==> config.mk <==
export PLATFORM = sky130hd
export DESIGN_NAME = sram_like_arbiter
export DESIGN_NICKNAME = d
export VERILOG_FILES = /design/src/rtl/sram_arb_pkg.sv /design/src/rtl/sram_like_arbiter_owner_fifo.sv /design/src/rtl/sram_like_arbiter.sv
export SDC_FILE = /design/constraint.sdc
export NUM_CORES = 1
export LEC_CHECK = 0
export CAP_MARGIN = 0
export CORE_AREA = 2 2 122 124
export DETAILED_ROUTE_END_ITERATION = 7
export DIE_AREA = 0 0 124 126
export PLACE_DENSITY_LB_ADDON = 0.3
export SLEW_MARGIN = 20
export SYNTH_ARGS = -nofsm -noshare
export SYNTH_HDL_FRONTEND = slang
export SYNTH_HIERARCHICAL = 1
export SYNTH_SLANG_ARGS = --single-unit
==> constraint.sdc <==
create_clock -name clk -period 4 [get_ports clk]
set_input_delay 1.2 -clock clk [delete_from_list [all_inputs] [get_ports clk]]
set_output_delay 1.2 -clock clk [all_outputs]
set_load 0.1 [all_outputs]
==> src/rtl/sram_arb_pkg.sv <==
// Shared types for the sram-like two-master arbiter: owner ids and arbiter states.
package sram_arb_pkg;

    typedef enum logic {
        OWNER_I = 1'b0,
        OWNER_D = 1'b1
    } owner_e;

    typedef enum logic [1:0] {
        IDLE   = 2'd0,
        LOCK_I = 2'd1,
        LOCK_D = 2'd2
    } arb_state_e;

endpackage

==> src/rtl/sram_like_arbiter_owner_fifo.sv <==
// In-order FIFO of owner ids for accepted-but-unreturned transactions.
module owner_fifo
    import sram_arb_pkg::*;
#(
    parameter int unsigned DEPTH = 4
) (
    input  logic                     clk,
    input  logic                     rst,
    input  logic                     push,
    input  logic                     pop,
    input  owner_e                   wdata,
    output owner_e                   rdata,
    output logic                     full,
    output logic                     empty,
    output logic [$clog2(DEPTH):0]   count
);

    localparam int unsigned PW = $clog2(DEPTH);

    owner_e          mem [DEPTH];
    logic [PW-1:0]   wptr;
    logic [PW-1:0]   rptr;
    logic            do_push;
    logic            do_pop;

    always_comb begin
        full    = (count == (PW+1)'(DEPTH));
        empty   = (count == '0);
        do_pop  = pop & ~empty;
        // a pop frees the slot, so a push into a full FIFO is legal that cycle
        do_push = push & (~full | do_pop);
        rdata   = mem[rptr];
    end

    always_ff @(posedge clk) begin
        if (do_push) begin
            mem[wptr] <= wdata;
        end
    end

    always_ff @(posedge clk) begin
        if (rst) begin
            wptr  <= '0;
            rptr  <= '0;
            count <= '0;
        end else begin
            if (do_push) begin
                wptr <= wptr + 1'b1;
            end
            if (do_pop) begin
                rptr <= rptr + 1'b1;
            end
            case ({do_push, do_pop})
                2'b10:   count <= count + 1'b1;
                2'b01:   count <= count - 1'b1;
                default: count <= count;
            endcase
        end
    end

endmodule

==> src/rtl/sram_like_arbiter.sv <==
// Two-master (instruction/data) sram-like arbiter onto one in-order slave.
// Optional macro SRAM_ARB_ROUND_ROBIN_EN: round-robin on contention instead of data priority.
module sram_like_arbiter
    import sram_arb_pkg::*;
#(
    parameter int unsigned OUTSTANDING = 4
) (
    input  logic        clk,
    input  logic        rst,

    input  logic        i_req,
    input  logic        i_wr,
    input  logic [1:0]  i_size,
    input  logic [31:0] i_addr,
    input  logic [31:0] i_wdata,
    input  logic        i_uncached,
    output logic [31:0] i_rdata,
    output logic        i_addr_ok,
    output logic        i_data_ok,

    input  logic        d_req,
    input  logic        d_wr,
    input  logic [1:0]  d_size,
    input  logic [31:0] d_addr,
    input  logic [31:0] d_wdata,
    input  logic        d_uncached,
    output logic [31:0] d_rdata,
    output logic        d_addr_ok,
    output logic        d_data_ok,

    output logic        m_req,
    output logic        m_wr,
    output logic [1:0]  m_size,
    output logic [31:0] m_addr,
    output logic [31:0] m_wdata,
    output logic        m_uncached,
    input  logic [31:0] m_rdata,
    input  logic        m_addr_ok,
    input  logic        m_data_ok,

    output logic        busy
);

    localparam int unsigned CW = $clog2(OUTSTANDING) + 1;

    arb_state_e      state;
    arb_state_e      state_next;
    owner_e          idle_sel;
    owner_e          sel;
    owner_e          head;
    logic            fifo_full;
    logic            fifo_empty;
    logic [CW-1:0]   fifo_count;
    logic            sel_req;
    logic            accept;
    logic            data_pop;

`ifdef SRAM_ARB_ROUND_ROBIN_EN
    owner_e last_grant;

    always_ff @(posedge clk) begin
        if (rst) begin
            last_grant <= OWNER_I;
        end else if (accept) begin
            last_grant <= sel;
        end
    end

    always_comb begin
        if (i_req && d_req) begin
            idle_sel = (last_grant == OWNER_I) ? OWNER_D : OWNER_I;
        end else if (d_req) begin
            idle_sel = OWNER_D;
        end else begin
            idle_sel = OWNER_I;
        end
    end
`else
    always_comb begin
        idle_sel = d_req ? OWNER_D : OWNER_I;
    end
`endif

    // Selection is split from next-state logic so m_req never loops back into sel.
    always_comb begin
        sel = idle_sel;
        case (state)
            LOCK_I:  sel = OWNER_I;
            LOCK_D:  sel = OWNER_D;
            default: sel = idle_sel;
        endcase
    end

    always_comb begin
        sel_req    = (sel == OWNER_D) ? d_req : i_req;
        // full is registered, so a same-cycle m_data_ok cannot unblock m_req
        m_req      = ~rst & sel_req & ~fifo_full;
        m_wr       = (sel == OWNER_D) ? d_wr       : i_wr;
        m_size     = (sel == OWNER_D) ? d_size     : i_size;
        m_addr     = (sel == OWNER_D) ? d_addr     : i_addr;
        m_wdata    = (sel == OWNER_D) ? d_wdata    : i_wdata;
        m_uncached = (sel == OWNER_D) ? d_uncached : i_uncached;

        accept     = m_req & m_addr_ok;
        i_addr_ok  = accept & (sel == OWNER_I);
        d_addr_ok  = accept & (sel == OWNER_D);

        data_pop   = ~rst & m_data_ok & ~fifo_empty;
        i_data_ok  = data_pop & (head == OWNER_I);
        d_data_ok  = data_pop & (head == OWNER_D);

        i_rdata    = m_rdata;
        d_rdata    = m_rdata;
        busy       = (fifo_count != '0);
    end

    always_ff @(posedge clk) begin
        if (rst) begin
            state <= IDLE;
        end else begin
            state <= state_next;
        end
    end

    always_comb begin
        state_next = state;
        case (state)
            IDLE: begin
                if (m_req && !m_addr_ok) begin
                    state_next = (idle_sel == OWNER_D) ? LOCK_D : LOCK_I;
                end
            end
            LOCK_I, LOCK_D: begin
                if (accept) begin
                    state_next = IDLE;
                end
            end
            default: state_next = IDLE;
        endcase
    end

    owner_fifo #(
        .DEPTH (OUTSTANDING)
    ) u_owner_fifo (
        .clk   (clk),
        .rst   (rst),
        .push  (accept),
        .pop   (data_pop),
        .wdata (sel),
        .rdata (head),
        .full  (fifo_full),
        .empty (fifo_empty),
        .count (fifo_count)
    );

endmodule

Word level (Yosys, flattened, before mapping):

Memories as Yosys holds them, arrays and structs flattened. A register that Yosys moved wholly into a read port is not among the register bits.
Index checks and enable logic that the tools add are counted.
W data, S select, Z words.

* bitwise operators: 17
* reductions and logical operators: 8
* equal/unequal tests: 7
* mux-type cells: 17
* add/subtract/negate cells: 4

Operators by type and width (number)
* $mux W32: 2
* $mux W2: 6
* $and A1 B1 Y1: 11
* $mux W1: 6
* $pmux W3 S2: 1
* $not A1 Y1: 5
* $add A2 B1 Y2 const B: 2
* $eq A2 B1 Y1 const B: 2
* $eq A2 B2 Y1 const B: 2
* $pmux W2 S2: 1
* $add A3 B1 Y3 const B: 1
* $eq A3 B3 Y1 const B: 1
* $logic_not A3 Y1: 1
* $reduce_bool A3 Y1: 1
* $sub A3 B1 Y3 const B: 1
* $logic_not A2 Y1: 1
* $ne A2 B1 Y1 const B: 1
* $ne A2 B2 Y1 const B: 1
* $pmux W1 S2: 1
* $reduce_and A2 Y1: 1
* $reduce_bool A2 Y1: 1
* $reduce_or A2 Y1: 1
* $logic_and A1 B1 Y1: 1
* $logic_not A1 Y1: 1
* $or A1 B1 Y1: 1

* flip-flop bits (word level): 9
* bits in writable memories: 4
* logic and storage cells: 58
* memories kept: 1

Memory list
* u_owner_fifo.mem: words 4, bits a word 1, rd ports 1, clocked after Yosys merged registers in 1, wr ports 1, line sram_like_arbiter_owner_fifo.sv:20 `owner_e mem [DEPTH];`

Depth between registers and ports, before layout:

Gate-level depths: netlist of run 1.

* depth in word-level cells: 9
* gate-level depth with buffers: 11
* mapped depth without buffers: 10

Cells and area by module:

Netlist of run 1, hierarchy kept.

Modules (own cells, without submodules)
* sram_like_arbiter: seq. area each 40.0 µm², area each 1834.3 µm², cells an instance 169, times used 1
* owner_fifo: seq. area each 300.3 µm², area each 679.4 µm², cells an instance 64, times used 1

Worst setup path after synthesis of run 1:

OpenSTA, ideal clock, no wires.

* kind: input to output
* from: input port rst
* to: output port i_data_ok
* arrival time: 3.202 ns
* cell stages on the path: 2
* path slack: -0.402 ns
* path through: nor3b_1 -> nor2b_1

* cells in the longest elaborated chain, start to end: 4

Ends and longest elaborated chain
* from (decl): line sram_like_arbiter.sv:9 `input logic rst,`
* $not A1 Y1: line sram_like_arbiter.sv:108 `data_pop = ~rst & m_data_ok & ~fifo_empty;`
* $and A1 B1 Y1 (2 in series): line sram_like_arbiter.sv:108
* $and A1 B1 Y1: line sram_like_arbiter.sv:109 `i_data_ok = data_pop & (head == OWNER_I);`
* to (decl): line sram_like_arbiter.sv:19 `output logic i_data_ok,`

Every way passes these cells.

Final worst setup path of run 1:

* from: input port i_req
* to: output port d_addr_ok

* cells in the longest elaborated chain, start to end: 5

Ends and longest elaborated chain
* from (decl): line sram_like_arbiter.sv:11 `input logic i_req,`
* $mux W1: line sram_like_arbiter.sv:95 `sel_req = (sel == OWNER_D) ? d_req : i_req;`
* $and A1 B1 Y1 (2 in series): line sram_like_arbiter.sv:97 `m_req = ~rst & sel_req & ~fifo_full;`
* $and A1 B1 Y1: line sram_like_arbiter.sv:104 `accept = m_req & m_addr_ok;`
* $and A1 B1 Y1: line sram_like_arbiter.sv:106 `d_addr_ok = accept & (sel == OWNER_D);`
* to (decl): line sram_like_arbiter.sv:28 `output logic d_addr_ok,`

Every way passes these cells.

==> key figures, run 1 <==
Finish
  – ANT cells: 0
  – Share of cells above drive strength 1: 43.6%
  – Final net count: 574
  – Layout area overhead: 110%
  – Fill cells: 1406

Detailed routing
  – Residual DRC: 0
  – DRT Pass-1 Iters: 4
  – Drt wl/cell: 17.7 µm
  – Via count: 2273
  – Routed vias/inst: 3.95
  – Starting DRT DRC Count: 69
  – WL final: 10200 µm
  – Final ANT Viol Nets: 0

Synth
  – Ys async rst share: 0%
  – Mapped Avg Cell Area: 10.8 µm²
  – Synth cell types: 40
  – Synthesis Warnings: 6
  – Ys flop type: dfxtp_1
  – Gate Count Post-Synth: 233
  – Number of flops mapped to enable cells by yosys: 4
  – FF+latch count, synth: 15
  – Syn nets: 414
  – Part of the Yosys area used for sequential elements: 13.5%
  – Synthesized area: 2510 µm²

Floorplanning
  – Boundary Pins: 312
  – Die Span Y: 126 µm
  – Core area: 14300 µm²
  – Initial core utilization: 17.6%
  – Die Width: 124 µm
  – Std cell rows: 44
  – Full die area: 15600 µm²

Worst setup path
  – CP arrival: 2.59 ns
  – CP Max Fanout: 4
  – Crit end category: output port
  – CP required: 2.80 ns
  – Worst setup path class: primary input to output port
  – Critical path launch point type: primary input

STA
  – Fin crit period: 3.79 ns
  – RSZ-0062 raised after global routing: false
  – Final hold violations: 0
  – Max-slew violation count: 0
  – Slew HR: 70.9%
  – Max Fclk: 264 MHz
  – Fin Clk Skew: 0.00256 ns
  – # setup viols final: 0
  – Setup TNS Final: 0 ns
  – Worst-Margin Slew: 0.436 ns
  – Setup ws final: 0.211 ns
  – Final period util: 94.7%

Min path
  – Worst min path class: flop to flop

Pwr
  – Logic pwr share: 78.9%
  – Clock share of power: 11.5%
  – Pint: 0.874 mW
  – Switching Fraction: 49.0%
  – Total design power: 1.71 mW
  – Pwr Density: 324 nW/µm²
  – Flop pwr share: 9.6%
  – Maximum VDD drop: 0.122 mV
  – P_sw: 0.838 mW
  – P_leak: 2.30 nW

Place
  – Global placement routability congestion: 0.757
  – Port bufs: 215
  – Post-DP HPWL: 8920 µm
  – Dpl ws: 0.00589 ns

Outcome
  – Status: finished, final reports clean

Clock network
  – H-tree levels: 1
  – Clock sinks: 15
  – Worst-skew pair later-pin latency: 0.24 ns
  – Number of CTS-inserted buffers: 3
  – Reg clk slew, reported paths: 0.05 ns
  – Longest Clk Path Bufs: 2
  – Root buf cell: clkbuf_16
  – CTS tree: built
  – Hold-fix buffers, CTS: 0

Global routing
  – Initial antenna violation count: 0
  – Number of global-route vias before repair: 2420
  – Global-route wire length before repair: 14200 µm
  – GRT overflow: 0
  – GRT Overall Usage: 11.9%
  – Largest net degree at the start of global routing: 18

Job
  – Max capacitance violation total: 0
layer usage:
layer / global-route usage, % / part of all wire, % / vias up
li1: - / - / 1052
met1: 12.5 / 34 / 1034
met2: 21.0 / 48 / 179
met3: 6.93 / 17 / 8
met4: 1.32 / 0.76 / 0
met5: 0 / 0 / -
stage by stage:
stage	hold WS, ns	instance area, µm²	instances	util (%)
after floorplan	0.438	2520	233	-
after global placement	0.450	5200	572	36.4
after detailed placement	0.487	5200	572	36.4
after CTS	0.492	5290	576	36.9
after global routing	0.520	5290	576	36.9
final	0.494	5290	576	36.9
cells in the mapped netlist (2+ instances only):
| master | number | area [µm²] |
|---|---|---|
| nor2_1 | 12 | 45.0 |
| nor3_1 | 2 | 10.0 |
| xnor2_1 | 2 | 17.5 |
| mux2_4 | 68 | 1020 |
| nor2b_1 | 2 | 12.5 |
| nand3b_1 | 2 | 15.0 |
| and2_1 | 6 | 37.5 |
| mux2i_1 | 3 | 30.0 |
| nand2b_1 | 2 | 12.5 |
| o31a_1 | 2 | 17.5 |
| ha_1 | 6 | 75.1 |
| buf_6 | 8 | 90.1 |
| inv_1 | 9 | 33.8 |
| edfxtp_1 | 4 | 120 |
| dfxtp_1 | 11 | 220 |
| xor2_1 | 3 | 26.3 |
| nand2_1 | 3 | 11.3 |
| buf_4 | 64 | 480 |
| and3_1 | 3 | 18.8 |
placed cells by master, fill, tap and decap left out, types with 3 or more instances in the layout:
cell | Yosys | routed
clkdlybuf4s50_1 | 0 | 140
buf_12 | 0 | 77
mux2_4 | 68 | 68
nor2_1 | 12 | 12
buf_4 | 64 | 11
dfxtp_1 | 11 | 11
inv_1 | 9 | 9
and2_1 | 6 | 6
ha_1 | 6 | 6
edfxtp_1 | 4 | 4
nand2_1 | 3 | 3
mux2i_1 | 3 | 3
clkbuf_16 | 0 | 3
xor2_1 | 3 | 3
area by class of cell:
type / instances / area (µm²) / share of cell area, %
repair buffers: 229 / 3040 / 57.5
clock buffers: 3 / 75.1 / 1.42
flip-flops and latches: 15 / 340 / 6.44
clock inverters: 1 / 5.00 / 0.0947
inverters: 9 / 33.8 / 0.639
multi-input cells: 135 / 1570 / 29.6
well taps: 184 / 230 / 4.35
power groups by stage:
stage / Sequential, mW / Combinational, mW / Clock (mW)
after floorplan: 0.166 / 1.11 / 0
after global placement: 0.167 / 1.35 / 0
after detailed placement: 0.167 / 1.36 / 0
after CTS: 0.164 / 1.36 / 0.202
after global routing: 0.164 / 1.39 / 0.211
final: 0.164 / 1.35 / 0.197
cells by family (layout without fill, tap and decap cells):
kind of cell	count (synthesis)	count (layout)	share of synthesized area (%)
AOI/OAI and AO/OA	9	9	3.29
xor gates and xnor gates	5	5	1.74
adders and majority gates	7	7	3.78
buffers and inverters	83	242	24.4
DFF	15	15	13.5
muxes	75	75	44.5
and+or+nand+nor	39	39	8.76
what timing repair did:
action	4_1_cts	5_1_grt
gates resized for setup	0	1
endpoints found under the setup margin	0	52
hold endpoints to repair	0	0
buffers inserted	0	0
path summary, 6_finish.rpt:
kind / slack (ns) / start / cells after the start / endpoint
setup reg to reg: 1.22 / state[0] / 10 / u_owner_fifo/count[2]
setup / recovery: 0.21 / i_req / 5 / d_addr_ok
hold / removal: 0.49 / state[0] / 2 / state[0]
hold reg to reg: 0.49 / state[0] / 2 / state[0]
worst max-delay path, cell delays in order:
cell and delay, ns:
clkdlybuf4s50_1 0.42, mux2_2 0.28, o211a_1 0.27, and3_2 0.25, buf_12 0.16
Power figures use the tool's default switching activity.
==> run 2, diff against run 1 <==
==> constraint.sdc (replaced) <==
create_clock -name clk -period 4 [get_ports clk]
set_input_delay 0.8 -clock clk [delete_from_list [all_inputs] [get_ports clk]]
set_output_delay 0.8 -clock clk [all_outputs]
set_load 0.1 [all_outputs]
==> run 2 against run 1 <==
  * Cell count is 1.6% lower
  * Via count is 4.0% lower
  * Total power is 1.8% lower
  * Sequential cell count stayed put
  * Clock-buffer cell count stayed put
  * Sequential share of layout area is 0.15 points higher
  * Critical path depth stayed put
  * First-iteration DRC count is 33% lower
  * Die area stayed put
  * Highest routed layer unchanged
==> key figures, run 2 (synthesis gave the netlist of run 1 again) <==
Outcome
  – Status: finished, final reports clean

Global routing
  – Largest net degree at the start of global routing: 40 (+22)
  – Initial antenna violation count: 0 (unchanged)
  – Global-route wire length before repair: 12700 µm (-11%)
  – GRT overflow: 0 (unchanged)
  – Number of global-route vias before repair: 2222 (-8.2%)
  – GRT Overall Usage: 10.7% (-1.2 points)

Place
  – Placed instance area: 5080 µm² (-2.3%)
  – Port bufs: 215 (unchanged)
  – Dpl ws: 0.497 ns (+0.491 ns)
  – Post-DP HPWL: 8110 µm (-9.1%)
  – Global placement routability congestion: 0.752 (-0.70%)

Floorplanning
  – Full die area: 15600 µm² (unchanged)
  – Boundary Pins: 312 (unchanged)
  – Die Span Y: 126 µm (unchanged)
  – Die Width: 124 µm (unchanged)
  – Core area: 14300 µm² (unchanged)
  – Initial core utilization: 17.6% (unchanged)
  – Std cell rows: 44 (unchanged)

Finish
  – Most common cell after layout, fill and taps aside: clkdlybuf4s50_1
  – Layout area overhead: 106%
  – Post-route cell area: 5170 µm² (-2.3%)
  – Final net count: 565 (-1.6%)
  – Fill cells: 1425 (+1.4%)
  – ANT cells: 0 (unchanged)
  – Share of cells above drive strength 1: 41.3% (-2.4 points)
  – Most frequent cells in the layout: 142 x clkdlybuf4s50_1, 73 x buf_12, 68 x mux2_4
  – Util after Layout: 36.1% (-0.84 points)

Worst setup path
  – R2R cell count: 10 (unchanged)
  – Critical path launch point type: primary input
  – CP required: 3.20 ns (+0.40 ns)
  – CP Cell Sequence: clkdlybuf4s50_1, mux2i_4, buf_12, mux2_4, buf_12
  – Critical Path Max Stage Delay: 0.50 ns (+0.08 ns)
  – CP Max Fanout: 39 (+35)
  – CP max-delay cell: clkdlybuf4s50_1
  – Reg-to-Reg End: u_owner_fifo/count[2]
  – CP most frequent cell: buf_12
  – Worst setup path class: primary input to output port
  – RR Startpoint: state[0]
  – Critical Path Start: d_req
  – CP arrival: 2.52 ns (-0.07 ns)
  – Setup slack on the worst flop-to-flop path: 1.15 ns (-0.07 ns)
  – Crit end category: output port

Clock network
  – Hold-fix buffers, CTS: 0 (unchanged)
  – CTS tree: built
  – Clock sinks: 15 (unchanged)
  – H-tree levels: 1 (unchanged)
  – Worst-skew pair later-pin latency: 0.25 ns (about the same)
  – Post-CTS resize count: 0 (unchanged)
  – Reg clk slew, reported paths: 0.05 ns (about the same)
  – Root buf cell: clkbuf_16
  – Longest Clk Path Bufs: 2 (unchanged)
  – # Post-CTS Setup Buffers: 0 (unchanged)
  – Number of CTS-inserted buffers: 3 (unchanged)

Detailed routing
  – Via count: 2181 (-4.0%)
  – Residual DRC: 0 (unchanged)
  – WL final: 9300 µm (-8.9%)
  – Final ANT Viol Nets: 0 (unchanged)
  – Starting DRT DRC Count: 46 (-33%)
  – Routed vias/inst: 3.85 (-2.5%)
  – Drt wl/cell: 16.4 µm (-7.5%)
  – DRT Pass-1 Iters: 4 (unchanged)

Min path
  – Worst min path class: flop to flop
  – Worst hold path endpoint: state[0]
  – Hold Crit Depth: 2 (unchanged)
  – Hold_sp: state[0]

STA
  – Worst-Margin Slew: 0.958 ns (+0.522 ns)
  – Fin crit period: 3.32 ns (-0.465 ns)
  – Setup ws final: 0.676 ns (+0.465 ns)
  – Slew HR: 36.0% (-35 points)
  – Max-slew violation count: 0 (unchanged)
  – Fin Clk Skew: 0.000930 ns (-0.00163 ns)
  – Max Fclk: 301 MHz (+14%)
  – Final period util: 83.1% (-12 points)
  – RSZ-0062 raised after global routing: false
  – # setup viols final: 0 (unchanged)
  – Setup TNS Final: 0 ns (unchanged)
  – Final hold violations: 0 (unchanged)

Pwr
  – Pwr Density: 325 nW/µm² (+0.52%)
  – Maximum VDD drop: 0.109 mV (-11%)
  – P_leak: 2.23 nW (-3.2%)

Job
  – Max capacitance violation total: 0 (unchanged)
==> run 2: changes by cell type in the layout (fill, tap and decap cells not counted), sizes merged <==
| cell | change |
|---|---|
| dlymetal6s2s | -1 |
| buf | -10 |
| clkinvlp | +1 |
| clkinv | -1 |
| clkdlybuf4s50 | +2 |
==> run 2: cell type report <==
cell class,instances,area [µm²],share of cell area (%)
timing repair buffer,220,2920,56.5
tap,184,230,4.46
clock inverter,1,7.51,0.145
multi-input combinational,135,1560,30.2
inverter,9,33.8,0.654
clock buffer,3,75.1,1.45
sequential,15,340,6.59
==> run 2: stage by stage <==
stage	power (mW)	cells	hold slack (ns)
floorplan	1.28	233	0.438
global placement	1.49	563	0.450
detailed placement	1.49	563	0.468
CTS	1.70	567	0.475
global route	1.73	567	0.492
finish	1.68	567	0.475
==> run 2: worst max path at each step <==
stage,endpoint,slack [ns],cells after the start
global route,u_owner_fifo/count[2],0.60,9
CTS,m_wdata[18],0.67,5
detailed placement,u_owner_fifo/count[2],0.50,9
floorplan,i_data_ok,0.40,2
finish,m_wdata[18],0.68,5
global placement,u_owner_fifo/count[2],0.55,9
==> run 2: power breakdown <==
part           total, mW  internal [mW]  leakage (nW)  switching, mW
logic               1.32          0.559          2.07          0.758
registers          0.164          0.161         0.125        0.00321
clock network      0.201          0.135        0.0371         0.0658
total               1.68          0.854          2.23          0.827
==> run 2: routing by layer <==
layer / vias to the layer above / part of all wire (%) / track usage [%] / routed length [µm]
met3: 9 / 15 / 5.43 / 1350
li1: 1034 / - / - / -
met5: - / 0 / 0 / 0
met4: 0 / 1.1 / 2.12 / 100
met1: 978 / 34 / 10.9 / 3130
met2: 160 / 51 / 19.6 / 4720
==> run 2: critical path: cells and delay by family <==
kind	cells	cell delay (ns)
buffers and inverters	3	0.99
muxes	2	0.68
==> run 3, diff against run 2 <==
==> constraint.sdc (replaced) <==
create_clock -name clk -period 3.1 [get_ports clk]
set_input_delay 0.62 -clock clk [delete_from_list [all_inputs] [get_ports clk]]
set_output_delay 0.62 -clock clk [all_outputs]
set_load 0.1 [all_outputs]
==> run 3 against run 2 <==
  * Largest cell class unchanged
  * Critical path depth increased by 2
  * Register-to-register slack got worse by 0.77 ns
  * Combinational power increased by 31%
  * Clock skew increased by 0.0017 ns
  * Clock power increased by 28%
  * Setup slack got worse by 0.53 ns
  * Die area unchanged
  * Global-route usage increased by 1.1 points
  * Hold slack got worse by 0.0042 ns
  * Non-clock buffer count increased by 9
  * Utilization increased by 0.73 points
==> key figures, run 3 (synthesis gave the netlist of run 1 again) <==
Min path
  – Worst min path class: flop to flop
  – Hold_sp: state[0]

STA
  – Max-slew violation count: 0 (unchanged)
  – Fin Clk Skew: 0.00262 ns (+0.00169 ns)
  – Max Fclk: 339 MHz
  – Final hold violations: 0 (unchanged)
  – Fin crit period: 2.95 ns
  – RSZ-0062 raised after global routing: false
  – Worst-Margin Slew: 0.443 ns (-0.515 ns)
  – # setup viols final: 0 (unchanged)
  – Final period util: 95.2%
  – Fin Hold WS: 0.471 ns (-0.00417 ns)
  – Slew HR: 70.4% (+34 points)

Floorplanning
  – Full die area: 15600 µm² (unchanged)
  – Boundary Pins: 312 (unchanged)
  – Initial core utilization: 17.6% (unchanged)
  – Die Width: 124 µm (unchanged)
  – Std cell rows: 44 (unchanged)
  – Die Span Y: 126 µm (unchanged)
  – Core area: 14300 µm² (unchanged)

Worst setup path
  – Critical Path Max Stage Delay: 0.43 ns (-0.07 ns)
  – CP Max Fanout: 18 (-54%)
  – R2R cell count: 10 (unchanged)
  – Crit. path cell count: 7 (+2)
  – CP max-delay cell: clkdlybuf4s50_1
  – RR Startpoint: state[0]
  – CP required: 2.48 ns (-0.72 ns)
  – CP arrival: 2.33 ns (-0.19 ns)
  – Critical Path Start: d_req
  – Crit end category: output port
  – Critical path launch point type: primary input
  – Worst Setup EP: m_addr[1]
  – CP most frequent cell: buf_12
  – Reg-to-Reg End: u_owner_fifo/count[2]
  – Setup slack on the worst flop-to-flop path: 0.38 ns (-0.77 ns)
  – Top cell family by delay on the critical path: buffers and inverters
  – CP Cell Sequence: clkdlybuf4s50_1, buf_4, mux2i_4, buf_12, buf_12, mux2_4, buf_12
  – CP Buf/Inv Count: 5 (+2)
  – Worst setup path class: primary input to output port

Clock network
  – H-tree levels: 1 (unchanged)
  – Reg clk slew, reported paths: 0.05 ns (about the same)
  – Clock sinks: 15 (unchanged)
  – CTS tree: built
  – Post-CTS resize count: 0 (unchanged)
  – # Post-CTS Setup Buffers: 0 (unchanged)
  – Root buf cell: clkbuf_16
  – Longest Clk Path Bufs: 2 (unchanged)
  – Number of CTS-inserted buffers: 3 (unchanged)
  – Worst-skew pair later-pin latency: 0.25 ns (about the same)
  – Hold-fix buffers, CTS: 0 (unchanged)

Detailed routing
  – DRT Pass-1 Iters: 4 (unchanged)
  – Residual DRC: 0 (unchanged)
  – Routed vias/inst: 3.89 (+1.2%)
  – Starting DRT DRC Count: 60 (+30%)
  – Via count: 2243 (+2.8%)
  – Final ANT Viol Nets: 0 (unchanged)
  – WL final: 10000 µm (+7.7%)
  – Drt wl/cell: 17.4 µm (+6.0%)

Pwr
  – Logic pwr share: 78.7% (+0.4 points)
  – Pwr Density: 418 nW/µm² (+28%)
  – P_leak: 2.28 nW (+2.4%)
  – Total design power: 2.20 mW (+31%)
  – Pint: 1.12 mW (+31%)
  – Flop pwr share: 9.6% (about the same)
  – Maximum VDD drop: 0.214 mV (+97%)
  – Switching Fraction: 49.0% (-0.17 points)
  – P_sw: 1.08 mW (+31%)
  – Clock share of power: 11.7% (-0.2 points)

Outcome
  – Status: finished, final reports clean

Finish
  – Layout area overhead: 110%
  – Multi-input gate area: 1560 µm² (+0.16%)
  – Fill cells: 1394 (-2.2%)
  – ANT cells: 0 (unchanged)
  – Most frequent cells in the layout: 141 x clkdlybuf4s50_1, 76 x buf_12, 68 x mux2_4
  – Util after Layout: 36.8% (+0.73 points)
  – Share of cells above drive strength 1: 43.4% (+2.1 points)
  – Final Non-Filler Cells: 576 (+1.6%)
  – Final net count: 574 (+1.6%)
  – Register Area: 340 µm² (unchanged)
  – Most common cell after layout, fill and taps aside: clkdlybuf4s50_1

Place
  – Post-DP HPWL: 8660 µm (+6.8%)
  – # placed instances: 572 (+1.6%)
  – Global placement routability congestion: 0.739 (-1.7%)
  – Port bufs: 215 (unchanged)

Global routing
  – Number of global-route vias before repair: 2425 (+9.1%)
  – Largest net degree at the start of global routing: 19 (-53%)
  – Initial antenna violation count: 0 (unchanged)
  – GRT overflow: 0 (unchanged)
  – Global-route wire length before repair: 14000 µm (+10%)
  – GRT Overall Usage: 11.8% (+1.1 points)

Job
  – Max capacitance violation total: 0 (unchanged)
## run 3: through the flow
step / worst slack (ns) / setup TNS [ns] / cell area (µm²)
after floorplan: 0.0574 / 0 / 2520
final: 0.147 / 0 / 5270
after CTS: 0.137 / 0 / 5270
after detailed placement: -0.00313 / -0.00313 / 5190
after global placement: 0.0250 / 0 / 5190
after global routing: 0.0603 / 0 / 5270
## run 3: how the worst min path moves through the flow
| stage | end | cells past startpoint |
|---|---|---|
| detailed placement | state[0] | 2 |
| global placement | state[0] | 2 |
| finish | state[0] | 2 |
| floorplan | state[0] | 2 |
| CTS | state[0] | 2 |
| global route | state[0] | 2 |
## run 3: cell type report
type | count | share of cell area [%]
repair buffers | 229 | 57.3
multi-input cells | 135 | 29.6
flip-flops and latches | 15 | 6.45
well taps | 184 | 4.37
clock buffers | 3 | 1.42
inverters | 9 | 0.641
clock inverters | 1 | 0.142
## run 3: routing by layer
| layer | routed length, µm | up-vias | share of wire [%] | global-route usage, % |
|---|---|---|---|---|
| met2 | 4820 | 183 | 48 | 20.6 |
| met4 | 28 | 0 | 0.28 | 1.06 |
| li1 | - | 1055 | - | - |
| met3 | 1610 | 2 | 16 | 6.61 |
| met1 | 3560 | 1003 | 36 | 12.9 |
| met5 | 0 | - | 0 | 0 |
## run 3: worst min-delay path, stage by stage, from the launching register on
cell and delay (ns):
dfxtp_1 0.30, nand2_1 0.05, mux2i_1 0.06
## run 3: power groups by stage
stage                     Combinational (mW)  Sequential [mW]  Clock, mW
final                                   1.73            0.211      0.257
after global routing                    1.79            0.212      0.273
after CTS                               1.75            0.211      0.261
after detailed placement                1.74            0.215          0
after global placement                  1.74            0.215          0
after floorplan                         1.43            0.214          0
